[src/rtl/video_acc_pkg.sv]
// ----------------------------------------------------------------------------
// video_acc_pkg
// Shared definitions for the video_acc instruction receive path:
//   - NASTI response codes
//   - register byte offsets and the word index decoded from addr[3:2]
//   - instruction opcode enumeration
//   - packed instruction entry {opcode, len} and field positions
//   - STATUS register bit positions
// ----------------------------------------------------------------------------
package video_acc_pkg;

   localparam logic [1:0] RESP_OKAY   = 2'b00;
   localparam logic [1:0] RESP_SLVERR = 2'b10;

   localparam logic [3:0] OFS_INST   = 4'h0;
   localparam logic [3:0] OFS_STATUS = 4'h4;
   localparam logic [3:0] OFS_FLUSH  = 4'h8;

   // Word index as seen on addr[3:2]; the byte lane bits are ignored.
   localparam logic [1:0] REG_INST   = OFS_INST[3:2];
   localparam logic [1:0] REG_STATUS = OFS_STATUS[3:2];
   localparam logic [1:0] REG_FLUSH  = OFS_FLUSH[3:2];

   localparam int STATUS_FULL_BIT  = 8;
   localparam int STATUS_EMPTY_BIT = 9;

   typedef enum logic [3:0] {
      OP_NOP             = 4'd0,
      OP_CHROMA_UPSAMPLE = 4'd2
   } opcode_e;

   localparam int OPCODE_LSB = 20;
   localparam int OPCODE_W   = 4;
   localparam int LEN_LSB    = 0;
   localparam int LEN_W      = 20;

   typedef struct packed {
      logic [OPCODE_W-1:0] opcode;
      logic [LEN_W-1:0]    len;
   } inst_t;

   function automatic inst_t word_to_inst(input logic [31:0] word);
      inst_t r;
      r.opcode = word[OPCODE_LSB +: OPCODE_W];
      r.len    = word[LEN_LSB +: LEN_W];
      return r;
   endfunction

endpackage

[src/rtl/nasti_lite_inst_receiver_if.sv]
// ----------------------------------------------------------------------------
// nasti_lite_if
// NASTI-Lite (AXI4-Lite subset) bus bundle: AW, W, B, AR and R channels.
//   master modport : drives addresses/data/valids, consumes responses
//   slave  modport : the responder side (used by nasti_lite_inst_receiver)
// ----------------------------------------------------------------------------
interface nasti_lite_if #(
   parameter int ADDR_WIDTH = 12
) ();
   logic [ADDR_WIDTH-1:0] aw_addr;
   logic                  aw_valid;
   logic                  aw_ready;
   logic [31:0]           w_data;
   logic [3:0]            w_strb;
   logic                  w_valid;
   logic                  w_ready;
   logic [1:0]            b_resp;
   logic                  b_valid;
   logic                  b_ready;
   logic [ADDR_WIDTH-1:0] ar_addr;
   logic                  ar_valid;
   logic                  ar_ready;
   logic [31:0]           r_data;
   logic [1:0]            r_resp;
   logic                  r_valid;
   logic                  r_ready;

   modport master (
      output aw_addr, aw_valid, w_data, w_strb, w_valid, b_ready,
             ar_addr, ar_valid, r_ready,
      input  aw_ready, w_ready, b_resp, b_valid, ar_ready,
             r_data, r_resp, r_valid
   );

   modport slave (
      input  aw_addr, aw_valid, w_data, w_strb, w_valid, b_ready,
             ar_addr, ar_valid, r_ready,
      output aw_ready, w_ready, b_resp, b_valid, ar_ready,
             r_data, r_resp, r_valid
   );
endinterface

[src/rtl/inst_fifo.sv]
// ----------------------------------------------------------------------------
// inst_fifo
// Synchronous instruction FIFO with occupancy outputs and a flush.
//   aclk, aresetn : clock, async active-low reset
//   push/push_data: write one entry (ignored while full, no full bypass)
//   pop           : drop the head entry (ignored while empty)
//   flush         : empty the FIFO; wins over a same-cycle pop
//   head          : registered head entry
//   count/full/empty : occupancy, count ranges 0..DEPTH
// ----------------------------------------------------------------------------
module inst_fifo
   import video_acc_pkg::*;
#(
   parameter int DEPTH = 8
) (
   input  logic                   aclk,
   input  logic                   aresetn,
   input  logic                   push,
   input  inst_t                  push_data,
   input  logic                   pop,
   input  logic                   flush,
   output inst_t                  head,
   output logic [$clog2(DEPTH):0] count,
   output logic                   full,
   output logic                   empty
);
   localparam int PTR_W = $clog2(DEPTH);
   localparam int CNT_W = PTR_W + 1;

   inst_t            mem [DEPTH];
   logic [PTR_W-1:0] rd_ptr;
   logic [PTR_W-1:0] wr_ptr;
   logic             do_push;
   logic             do_pop;

   assign full    = (count == CNT_W'(DEPTH));
   assign empty   = (count == '0);
   assign do_push = push && !full;
   assign do_pop  = pop && !empty;
   assign head    = mem[rd_ptr];

   always_ff @(posedge aclk or negedge aresetn) begin
      if (!aresetn) begin
         rd_ptr <= '0;
         wr_ptr <= '0;
         count  <= '0;
         for (int i = 0; i < DEPTH; i++) begin
            mem[i] <= '0;
         end
      end else if (flush) begin
         rd_ptr <= '0;
         wr_ptr <= '0;
         count  <= '0;
      end else begin
         if (do_push) begin
            mem[wr_ptr] <= push_data;
            wr_ptr      <= wr_ptr + PTR_W'(1);
         end
         if (do_pop) begin
            rd_ptr <= rd_ptr + PTR_W'(1);
         end
         case ({do_push, do_pop})
            2'b10:   count <= count + CNT_W'(1);
            2'b01:   count <= count - CNT_W'(1);
            default: count <= count;
         endcase
      end
   end

endmodule

[src/rtl/nasti_lite_inst_receiver.sv]
// ----------------------------------------------------------------------------
// nasti_lite_inst_receiver
// NASTI-Lite responder terminating the instruction DMA stream. Each 32-bit
// write to INST becomes one {opcode, len} FIFO entry presented to the core
// over inst_valid/inst_ready. STATUS (read-only) and FLUSH share the port.
//   aclk, aresetn : clock, async active-low reset
//   bus           : NASTI-Lite slave port (AW/W/B/AR/R)
//   inst_valid    : FIFO head valid
//   inst_ready    : core accepts the head
//   inst_opcode   : head opcode (word bits [23:20])
//   inst_len      : head length in bytes (word bits [19:0])
//
// Write FSM
//   state   | meaning
//   WR_IDLE | collecting AW/W into holders; commits once both are full
//   WR_RESP | write committed, b_valid held until b_ready; holders stay full
// ----------------------------------------------------------------------------
module nasti_lite_inst_receiver
   import video_acc_pkg::*;
#(
   parameter int ADDR_WIDTH = 12,
   parameter int DATA_WIDTH = 32,
   parameter int FIFO_DEPTH = 8
) (
   input  logic        aclk,
   input  logic        aresetn,
   nasti_lite_if.slave bus,
   output logic        inst_valid,
   input  logic        inst_ready,
   output logic [3:0]  inst_opcode,
   output logic [19:0] inst_len
);
   localparam int CNT_W = $clog2(FIFO_DEPTH) + 1;

   typedef enum logic {
      WR_IDLE,
      WR_RESP
   } wr_state_e;

   wr_state_e             wr_state;
   logic                  aw_full;
   logic                  w_full;
   logic [ADDR_WIDTH-1:0] aw_addr_q;
   logic [DATA_WIDTH-1:0] w_data_q;
   logic [3:0]            w_strb_q;
   logic                  aw_ready_q;
   logic                  w_ready_q;
   logic                  b_valid_q;
   logic [1:0]            b_resp_q;
   logic                  ar_ready_q;
   logic                  r_valid_q;
   logic [DATA_WIDTH-1:0] r_data_q;

   logic                  aw_hs;
   logic                  w_hs;
   logic                  b_hs;
   logic                  ar_hs;
   logic                  aw_full_n;
   logic                  w_full_n;
   logic                  r_valid_n;

   logic                  addr_ok;
   logic                  is_inst_full;
   logic                  is_flush;
   logic                  commit;
   logic                  push;
   logic                  flush;
   logic [1:0]            commit_resp;
   logic                  ar_is_status;
   logic [DATA_WIDTH-1:0] status_word;

   inst_t                 fifo_head;
   logic [CNT_W-1:0]      fifo_count;
   logic                  fifo_full;
   logic                  fifo_empty;

   assign bus.aw_ready = aw_ready_q;
   assign bus.w_ready  = w_ready_q;
   assign bus.b_valid  = b_valid_q;
   assign bus.b_resp   = b_resp_q;
   assign bus.ar_ready = ar_ready_q;
   assign bus.r_valid  = r_valid_q;
   assign bus.r_data   = r_data_q;
   assign bus.r_resp   = RESP_OKAY;

   assign aw_hs = bus.aw_valid && aw_ready_q;
   assign w_hs  = bus.w_valid  && w_ready_q;
   assign b_hs  = b_valid_q    && bus.b_ready;
   assign ar_hs = bus.ar_valid && ar_ready_q;

   // Holders only fill in IDLE and only drain on the B handshake, so the two
   // events never coincide for the same holder.
   assign aw_full_n = b_hs ? 1'b0 : (aw_hs ? 1'b1 : aw_full);
   assign w_full_n  = b_hs ? 1'b0 : (w_hs  ? 1'b1 : w_full);
   assign r_valid_n = ar_hs || (r_valid_q && !bus.r_ready);

   always_comb begin
      addr_ok      = (aw_addr_q[ADDR_WIDTH-1:4] == '0);
      is_inst_full = addr_ok && (aw_addr_q[3:2] == REG_INST) && (w_strb_q == 4'hF);
      is_flush     = addr_ok && (aw_addr_q[3:2] == REG_FLUSH);
      // A full-strobe INST write waits for room; everything else commits at once.
      commit       = (wr_state == WR_IDLE) && aw_full && w_full &&
                     !(is_inst_full && fifo_full);
      push         = commit && is_inst_full;
      flush        = commit && is_flush && w_data_q[0];
      commit_resp  = (is_inst_full || is_flush) ? RESP_OKAY : RESP_SLVERR;
   end

   always_comb begin
      ar_is_status                  = (bus.ar_addr[ADDR_WIDTH-1:4] == '0) &&
                                      (bus.ar_addr[3:2] == REG_STATUS);
      status_word                   = '0;
      status_word[7:0]              = 8'(fifo_count);
      status_word[STATUS_FULL_BIT]  = fifo_full;
      status_word[STATUS_EMPTY_BIT] = fifo_empty;
   end

   always_ff @(posedge aclk or negedge aresetn) begin
      if (!aresetn) begin
         wr_state   <= WR_IDLE;
         aw_full    <= 1'b0;
         w_full     <= 1'b0;
         aw_addr_q  <= '0;
         w_data_q   <= '0;
         w_strb_q   <= '0;
         aw_ready_q <= 1'b0;
         w_ready_q  <= 1'b0;
         b_valid_q  <= 1'b0;
         b_resp_q   <= RESP_OKAY;
      end else begin
         aw_full    <= aw_full_n;
         w_full     <= w_full_n;
         aw_ready_q <= !aw_full_n;
         w_ready_q  <= !w_full_n;
         if (aw_hs) begin
            aw_addr_q <= bus.aw_addr;
         end
         if (w_hs) begin
            w_data_q <= bus.w_data;
            w_strb_q <= bus.w_strb;
         end
         case (wr_state)
            WR_IDLE: begin
               if (commit) begin
                  wr_state  <= WR_RESP;
                  b_valid_q <= 1'b1;
                  b_resp_q  <= commit_resp;
               end
            end
            WR_RESP: begin
               if (b_hs) begin
                  wr_state  <= WR_IDLE;
                  b_valid_q <= 1'b0;
                  b_resp_q  <= RESP_OKAY;
               end
            end
            default: wr_state <= WR_IDLE;
         endcase
      end
   end

   always_ff @(posedge aclk or negedge aresetn) begin
      if (!aresetn) begin
         ar_ready_q <= 1'b0;
         r_valid_q  <= 1'b0;
         r_data_q   <= '0;
      end else begin
         ar_ready_q <= !r_valid_n;
         r_valid_q  <= r_valid_n;
         if (ar_hs) begin
            r_data_q <= ar_is_status ? status_word : '0;
         end
      end
   end

   inst_fifo #(
      .DEPTH (FIFO_DEPTH)
   ) u_inst_fifo (
      .aclk      (aclk),
      .aresetn   (aresetn),
      .push      (push),
      .push_data (word_to_inst(w_data_q)),
      .pop       (inst_valid && inst_ready),
      .flush     (flush),
      .head      (fifo_head),
      .count     (fifo_count),
      .full      (fifo_full),
      .empty     (fifo_empty)
   );

   assign inst_valid  = !fifo_empty;
   assign inst_opcode = fifo_head.opcode;
   assign inst_len    = fifo_head.len;

   // Byte-lane address bits and the upper data byte carry no meaning here.
   logic unused_bits;
   assign unused_bits = ^{aw_addr_q[1:0], bus.ar_addr[1:0], w_data_q[DATA_WIDTH-1:24]};

endmodule

[src/flat_wrapper.sv]
// flat-port wrapper written by rule: the top's interface ports become plain ports
module nasti_lite_inst_receiver_flat import video_acc_pkg::*;
#(
   parameter int ADDR_WIDTH = 12,
   parameter int DATA_WIDTH = 32,
   parameter int FIFO_DEPTH = 8
)
  (aclk, aresetn, inst_valid, inst_ready, inst_opcode, inst_len, bus_aw_addr, bus_aw_valid, bus_w_data, bus_w_strb, bus_w_valid, bus_b_ready, bus_ar_addr, bus_ar_valid, bus_r_ready, bus_aw_ready, bus_w_ready, bus_b_resp, bus_b_valid, bus_ar_ready, bus_r_data, bus_r_resp, bus_r_valid);
  nasti_lite_if #(.ADDR_WIDTH(ADDR_WIDTH)) bus_i ();
  input  logic aclk;
  input  logic aresetn;
  output logic inst_valid;
  input  logic inst_ready;
  output logic [3:0] inst_opcode;
  output logic [19:0] inst_len;
  input wire logic [$bits(bus_i.aw_addr)-1:0] bus_aw_addr;
  input wire logic [$bits(bus_i.aw_valid)-1:0] bus_aw_valid;
  input wire logic [$bits(bus_i.w_data)-1:0] bus_w_data;
  input wire logic [$bits(bus_i.w_strb)-1:0] bus_w_strb;
  input wire logic [$bits(bus_i.w_valid)-1:0] bus_w_valid;
  input wire logic [$bits(bus_i.b_ready)-1:0] bus_b_ready;
  input wire logic [$bits(bus_i.ar_addr)-1:0] bus_ar_addr;
  input wire logic [$bits(bus_i.ar_valid)-1:0] bus_ar_valid;
  input wire logic [$bits(bus_i.r_ready)-1:0] bus_r_ready;
  output wire logic [$bits(bus_i.aw_ready)-1:0] bus_aw_ready;
  output wire logic [$bits(bus_i.w_ready)-1:0] bus_w_ready;
  output wire logic [$bits(bus_i.b_resp)-1:0] bus_b_resp;
  output wire logic [$bits(bus_i.b_valid)-1:0] bus_b_valid;
  output wire logic [$bits(bus_i.ar_ready)-1:0] bus_ar_ready;
  output wire logic [$bits(bus_i.r_data)-1:0] bus_r_data;
  output wire logic [$bits(bus_i.r_resp)-1:0] bus_r_resp;
  output wire logic [$bits(bus_i.r_valid)-1:0] bus_r_valid;
  assign bus_i.aw_addr = bus_aw_addr;
  assign bus_i.aw_valid = bus_aw_valid;
  assign bus_i.w_data = bus_w_data;
  assign bus_i.w_strb = bus_w_strb;
  assign bus_i.w_valid = bus_w_valid;
  assign bus_i.b_ready = bus_b_ready;
  assign bus_i.ar_addr = bus_ar_addr;
  assign bus_i.ar_valid = bus_ar_valid;
  assign bus_i.r_ready = bus_r_ready;
  assign bus_aw_ready = bus_i.aw_ready;
  assign bus_w_ready = bus_i.w_ready;
  assign bus_b_resp = bus_i.b_resp;
  assign bus_b_valid = bus_i.b_valid;
  assign bus_ar_ready = bus_i.ar_ready;
  assign bus_r_data = bus_i.r_data;
  assign bus_r_resp = bus_i.r_resp;
  assign bus_r_valid = bus_i.r_valid;
  nasti_lite_inst_receiver #(.ADDR_WIDTH(ADDR_WIDTH), .DATA_WIDTH(DATA_WIDTH), .FIFO_DEPTH(FIFO_DEPTH)) u_core (.aclk(aclk), .aresetn(aresetn), .bus(bus_i), .inst_valid(inst_valid), .inst_ready(inst_ready), .inst_opcode(inst_opcode), .inst_len(inst_len));
endmodule
[config.mk]
export PLATFORM = sky130hd
export DESIGN_NAME = nasti_lite_inst_receiver_flat
export DESIGN_NICKNAME = d
export VERILOG_FILES = /design/src/rtl/video_acc_pkg.sv /design/src/rtl/nasti_lite_inst_receiver_if.sv /design/src/rtl/inst_fifo.sv /design/src/rtl/nasti_lite_inst_receiver.sv /design/src/flat_wrapper.sv
export SDC_FILE = /design/constraint.sdc
export NUM_CORES = 1
export LEC_CHECK = 0
export ABC_AREA = 1
export BUFFER_PORTS_ARGS = -buffer_cell sky130_fd_sc_hd__buf_2
export CORE_UTILIZATION = 60
export CTS_CLUSTER_SIZE = 25
export DETAILED_ROUTE_END_ITERATION = 16
export PLACE_DENSITY = 0.82
export RECOVER_POWER = 100
export SYNTH_ARGS = -nofsm -noshare
export SYNTH_HDL_FRONTEND = slang
export SYNTH_HIERARCHICAL = 1
export SYNTH_SLANG_ARGS = --single-unit
[constraint.sdc]
create_clock -name aclk -period 3.2 [get_ports aclk]
set_input_delay 0.32 -clock aclk [delete_from_list [all_inputs] [get_ports aclk]]
set_output_delay 0.32 -clock aclk [all_outputs]
set_load 0.01 [all_outputs]
# Yosys cells after proc, flatten, opt, wreduce, memory -nomap -nowiden
# Cells that the tools add are included.
# classes
n_addsub	4
n_lt_le_gt_ge	3
n_eq_ne	8
muxes	27
bitwise	4
reduce_logical	38
# ops
cell	n
192-bit bitwise mux	1
24-bit binary-select mux with 3-bit select	1
24-bit demux with 3-bit select	1
24-bit two-way mux	3
1-bit logical AND	20
8-bit logical NOT	2
3-bit two-way mux	4
10-bit two-way mux	1
4-bit equality test (second input constant)	2
4-bit greater-or-equal comparator (second input constant)	2
1-bit two-way mux	8
3-bit NOT with 4-bit output	2
4-bit one-hot mux with 2 select lines	1
1-bit logical NOT	7
3-bit by 1-bit adder with 3-bit output (second input constant)	2
2-bit two-way mux	3
4-bit by 1-bit adder with 4-bit output (second input constant)	1
2-bit by 1-bit equality test with 1-bit output (second input constant)	2
2-bit equality test (second input constant)	2
4-bit logical NOT	1
4-bit by 1-bit < comparator with 1-bit output (second input constant)	1
4-bit two-way mux	1
1-bit one-hot mux with 2 select lines	2
2-bit one-hot mux with 2 select lines	1
other kinds (9)	13
# word_totals
ff_bits	284
inputBits	68
output_inout_bits	66
word_cells	116

# Logic depth before layout (Yosys ltp)
# logic_depth
ltp_word	11
depth_mapped	18
mapped_depth_nobuf	18

# Hierarchy
# The synthesis kept the hierarchy.
# by_module_without_submodules
mod	n_inst	cells_each	area_per_inst_um2	seq_area_each_um2
inst_fifo	1	1078	9226.3	5054.8
nasti_lite_inst_receiver	1	292	2417.3	1326.3

# Worst setup path after synthesis
# No wires, ideal clock.
# synth_path
kind	reg2reg
start	register u_core.u_inst_fifo.count[0]
end	register u_core.u_inst_fifo.count[3]
setup_time_ns	0.118
arrival_time_ns	2.003
required_time_ns	3.082
slack_ns	1.079
stages_incl_launch_ff	18
path_buffers	0
period_less_slack_ns	2.121
path_cell_list	dfrtp_1 -> nor2_2 -> nand2_2 -> inv_1 -> inv_1 -> nand4_1 -> inv_1 -> nand2_4 -> nand2_1 -> inv_1 -> ha_1 -> a21o_1 -> nand2_1 -> nand2_1 -> inv_1 -> nand3_1 -> nand3_1 -> nand2_1
# synth_via
elab_chain_len	9
elab_cells_between_ends	20
classes_between	add/sub: 2; eq/ne: 3; mux: 2; reduce/logical: 13
# synth_lines
item	line_no	source
start, declared	inst_fifo.sv:23	output logic [$clog2(DEPTH):0] count,
start signal, assigned	inst_fifo.sv:63	2'b10: count <= count + CNT_W'(1);
start signal, assigned	inst_fifo.sv:64	2'b01: count <= count - CNT_W'(1);
start signal, assigned	inst_fifo.sv:65	default: count <= count;
4-bit equality test (*)	inst_fifo.sv:36	assign full = (count == CNT_W'(DEPTH));
via u_core.fifo_full	nasti_lite_inst_receiver.sv:74	logic fifo_full;
1-bit logical AND (*)	nasti_lite_inst_receiver.sv:103	!(is_inst_full && fifo_full);
1-bit logical NOT (*)	nasti_lite_inst_receiver.sv:103	
1-bit logical AND (*)	nasti_lite_inst_receiver.sv:102	commit = (wr_state == WR_IDLE) && aw_full && w_full &&
1-bit logical AND (*)	nasti_lite_inst_receiver.sv:104	push = commit && is_inst_full;
via u_core.push	nasti_lite_inst_receiver.sv:66	logic push;
1-bit logical AND (*)	inst_fifo.sv:38	assign do_push = push && !full;
2-bit by 1-bit equality test with 1-bit output or 2-bit equality test (tied branches)	inst_fifo.sv:62	case ({do_push, do_pop})
4-bit one-hot mux with 2 select lines	inst_fifo.sv:62	
4-bit two-way mux	inst_fifo.sv:50	end else if (flush) begin
# Mark *: on every way through the listed nets, which the timed path passes. The rest lies on a longest branch.
# A chain may end at the register's enable or synchronous reset.

# Worst setup path after layout
# layout_path
start	register u_core.aw_addr_q[3]
end	register u_core/u_inst_fifo/mem[119] (netlist bit)
# layout_via
elab_chain_len	10
elab_cells_between_ends	14
classes_between	eq/ne: 1; bitwise: 1; reduce/logical: 12
# layout_lines
item	line_no	source
start, declared	nasti_lite_inst_receiver.sv:43	logic [ADDR_WIDTH-1:0] aw_addr_q;
start signal, assigned	nasti_lite_inst_receiver.sv:136	aw_addr_q <= bus.aw_addr;
2-bit logical NOT	nasti_lite_inst_receiver.sv:99	is_inst_full = addr_ok && (aw_addr_q[3:2] == REG_INST) && (w_strb_q == 4'hF);
1-bit logical AND (2 in series)	nasti_lite_inst_receiver.sv:99	
1-bit logical AND	nasti_lite_inst_receiver.sv:103	
1-bit logical NOT	nasti_lite_inst_receiver.sv:103	
1-bit logical AND	nasti_lite_inst_receiver.sv:102	
1-bit logical AND (*) (2 in series)	nasti_lite_inst_receiver.sv:105	flush = commit && is_flush && w_data_q[0];
via u_core.flush	nasti_lite_inst_receiver.sv:67	logic flush;
1-bit NOT (no source line) (*)	--	
2-bit AND reduction (no source line) (*)	--	
end signal, assigned by index	inst_fifo.sv:56	mem[wr_ptr] <= push_data;
end, declared	inst_fifo.sv:30	inst_t mem [DEPTH];
# Marked as above.

==> results.ini <==
[finish]
antennaDiodeCount=0
drive_above_1_share_pct=9.69
layout.cells.non_filler=1736
fill_cells=1486
final_nets=1530
area_delta_synth_final_pct=12.1
layout_commonest_cell=nand2_1
final_util_pct=69.1
mostFrequentLayoutCells=nand2_1 (360), o21ai_0 (273), dfrtp_1 (254)

[timing]
slew_violations=99
fmax_mhz=349
period_share_pct=89.7
fin_crit_ps=2870
worst_pin_slew_ps=2240
hold_viol_final=0
fin_skew_ps=18.2
rsz0062_at_grt=no
setup_viol=0
relSlewSlack_pct=-49.6
finalSetupTns_ps=0
holdWs_ps=13.1

[yosys]
syn-cell-area_sq_um=11600
ys_seq_elements=255
yosys.area.top_type=dfrtp_1
synth_seq_area_share_pct=54.8
synth_xor_area_share_pct=0.0752
muxShareOfSynthArea_pct=0
yosysUniqueCellTypes=36
synth_area_leaders=dfrtp_1 (55%), nand2_1 (12%), o21ai_0 (9.5%)
synthCells=1370
ys_warn_count=6
synth_compound_area_share_pct=15.9
synth-simple-area-share_pct=20.3
syn_area_per_cell_sq_um=8.50
synth_top_family_by_area=simple AND/OR/NAND/NOR gates
synthAdderAreaFrac_pct=0.602
synth_top_area_share_pct=54.8

[floorplan]
die_w_um=141
rows=50
core-area_sq_um=18900
fp.dieH_um=141
initial_core_util_pct=61.6
dieArea_sq_um=20000
pin_count=134

[drt]
vias=9659
dr.pass1.iters=6
wl_per_cell_um=15.8
drtIter0Drc=916
postRouteWirelength_um=27400
ant_nets=0
drc_errors=0
drt-vias-per-instance=5.56

[power_and_ir_drop]
peakVddDrop_mv=0.551
power_w=0.00766
power_density_nw_per_um2=587
p_leak_nw=6.28

[placed_design]
hpwl_um=15600
gp_congestion=0.772
dp_cells=1659
io_buffers=92

[flow_run]
cap_viol_max_count=1

[grt]
grt_pass1_wl_um=45700
grt_pass1_vias=9382
grt_usage_pct=28.5
grt-ovfl-total=0
grt_max_degree=100
grt_antenna_before_repair=0

[worst_setup_path]
rr_worst_depth=10
endpoint_kind=flop
crit_arrival_ps=3250
crit_required_ps=3580
ff2ff_setup_slack_ps=330
crit_type=reg2reg
worstReg2RegEnd=u_core/u_inst_fifo/mem[119]
crit_path_max_fanout=36
rr_startpoint=u_core/aw_addr_q[3]
startpoint_type=flop

[worst_hold_path]
hp-start=bus_w_data[7]
hold-path-endpoint=u_core/w_data_q[7]
hold_depth=3
hold_class=in2reg

[cts]
cts_inserted_buffers=25
clock_sinks=255
clkLatencyLatePin_ps=530
cts_resized=0
htreeDepth=1
clockBufferDepth=3
cts_tree=built
clk_pin_slew_ps=60
clockRootBuffer=clkbuf_16

[outcome]
status=complete, but fails checks
violations=max-capacitance violations, max-slew violations

==> area by class of cell <==
class,instances,area [sq um],area share (%)
Clock buffer,35,713,5.46
Clock inverter,11,90.1,0.690
Inverter,61,229,1.75
Multi-Input combinational cell,969,4360,33.4
Sequential cell,255,6380,48.9
Tap cell,260,325,2.49
Timing Repair Buffer,145,955,7.31
==> sequential cells by signal (all words and copies together) (netlist names), 3 cells and up <==
signal                     count
u_core/bus.r_data              6
u_core/w_strb_q                4
u_core/u_inst_fifo/count       4
u_core/u_inst_fifo/mem       192
u_core/w_data_q               24
u_core/aw_addr_q              10
u_core/u_inst_fifo/wr_ptr      3
u_core/u_inst_fifo/rd_ptr      3
==> where the power goes <==
part	switching (W)	total, W	leakage (nW)	internal [W]
Sequential	0.000181	0.00370	3.47	0.00352
Combinational	0.000829	0.00111	2.40	0.000282
Clock	0.00121	0.00285	0.401	0.00164
==> cells by family (layout without fill, tap and decap cells) <==
| logic type | count (synthesis) | in the layout |
|---|---|---|
| and+or+nand+nor | 583 | 583 |
| adders and majority gates | 5 | 5 |
| DFF | 255 | 255 |
| xor gates and xnor gates | 1 | 1 |
| AOI/OAI and AO/OA | 351 | 351 |
| other | 1 | 29 |
| buffers and inverters | 174 | 252 |
==> Yosys cell counts, drive strengths merged <==
master  instances
nand3          14
and3            1
nor2          191
o22ai          24
dfrtp         255
o21ai         295
inv            61
buf            71
conb            1
xor2            1
nor3            1
ha              4
a211oi          1
a21oi           5
nand2         364
nand4          10
a31oi          24
or2             1
o21a            1
a21o            1
fa              1
clkbuf         42
nor4            1
==> per-stage QoR <==
step / instance area, sq um / setup WS [ps]
after CTS: 13200 / 445
after floorplan: 11700 / 1080
after global routing: 13100 / 151
final: 13100 / 331
after detailed placement: 12100 / 482
after global placement: 12100 / 571
==> worst max path at each step <==
| stage | start | to | slack, ps | cells past startpoint |
|---|---|---|---|---|
| 3_3_place_gp | u_core/u_inst_fifo/count[0] | u_core/u_inst_fifo/mem[63] | 570 | 11 |
| 2_1_floorplan | u_core/u_inst_fifo/count[0] | u_core/u_inst_fifo/count[3] | 1080 | 17 |
| 4_1_cts | u_core/aw_addr_q[3] | u_core/u_inst_fifo/mem[70] | 440 | 10 |
| 6_report | u_core/aw_addr_q[3] | u_core/u_inst_fifo/mem[119] | 330 | 10 |
| 3_5_place_dp | u_core/aw_addr_q[3] | u_core/u_inst_fifo/mem[65] | 480 | 10 |
| 5_1_grt | u_core/aw_addr_q[3] | u_core/u_inst_fifo/mem[111] | 150 | 9 |
==> critical path, cell delays in order (launching register included) <==
cell      delay [ps]
dfrtp_1          420
or2_0            230
nor2_1           240
nand3_2          100
nand2_1          150
nor2_1           170
nor2_8           230
nand4_2          410
clkbuf_4         510
nand2_1          150
o21ai_0          100
==> repair_timing <==
item	4_1_cts	5_1_grt
endpoints found under the hold margin	126	0
hold buffers	31	0
buffers inserted	0	0
endpoints found under the setup margin	0	0
==> routing by layer <==
layer  vias to the layer above  part of all wire [%]  global-route usage (%)
met5                         -                     0                       0
met4                         0                   2.0                    8.87
met3                        51                   7.0                    3.41
met2                       385                    48                    47.8
met1                      4648                    43                    39.4
li1                       4575                     -                       -
(Power assumes the default switching activity.)
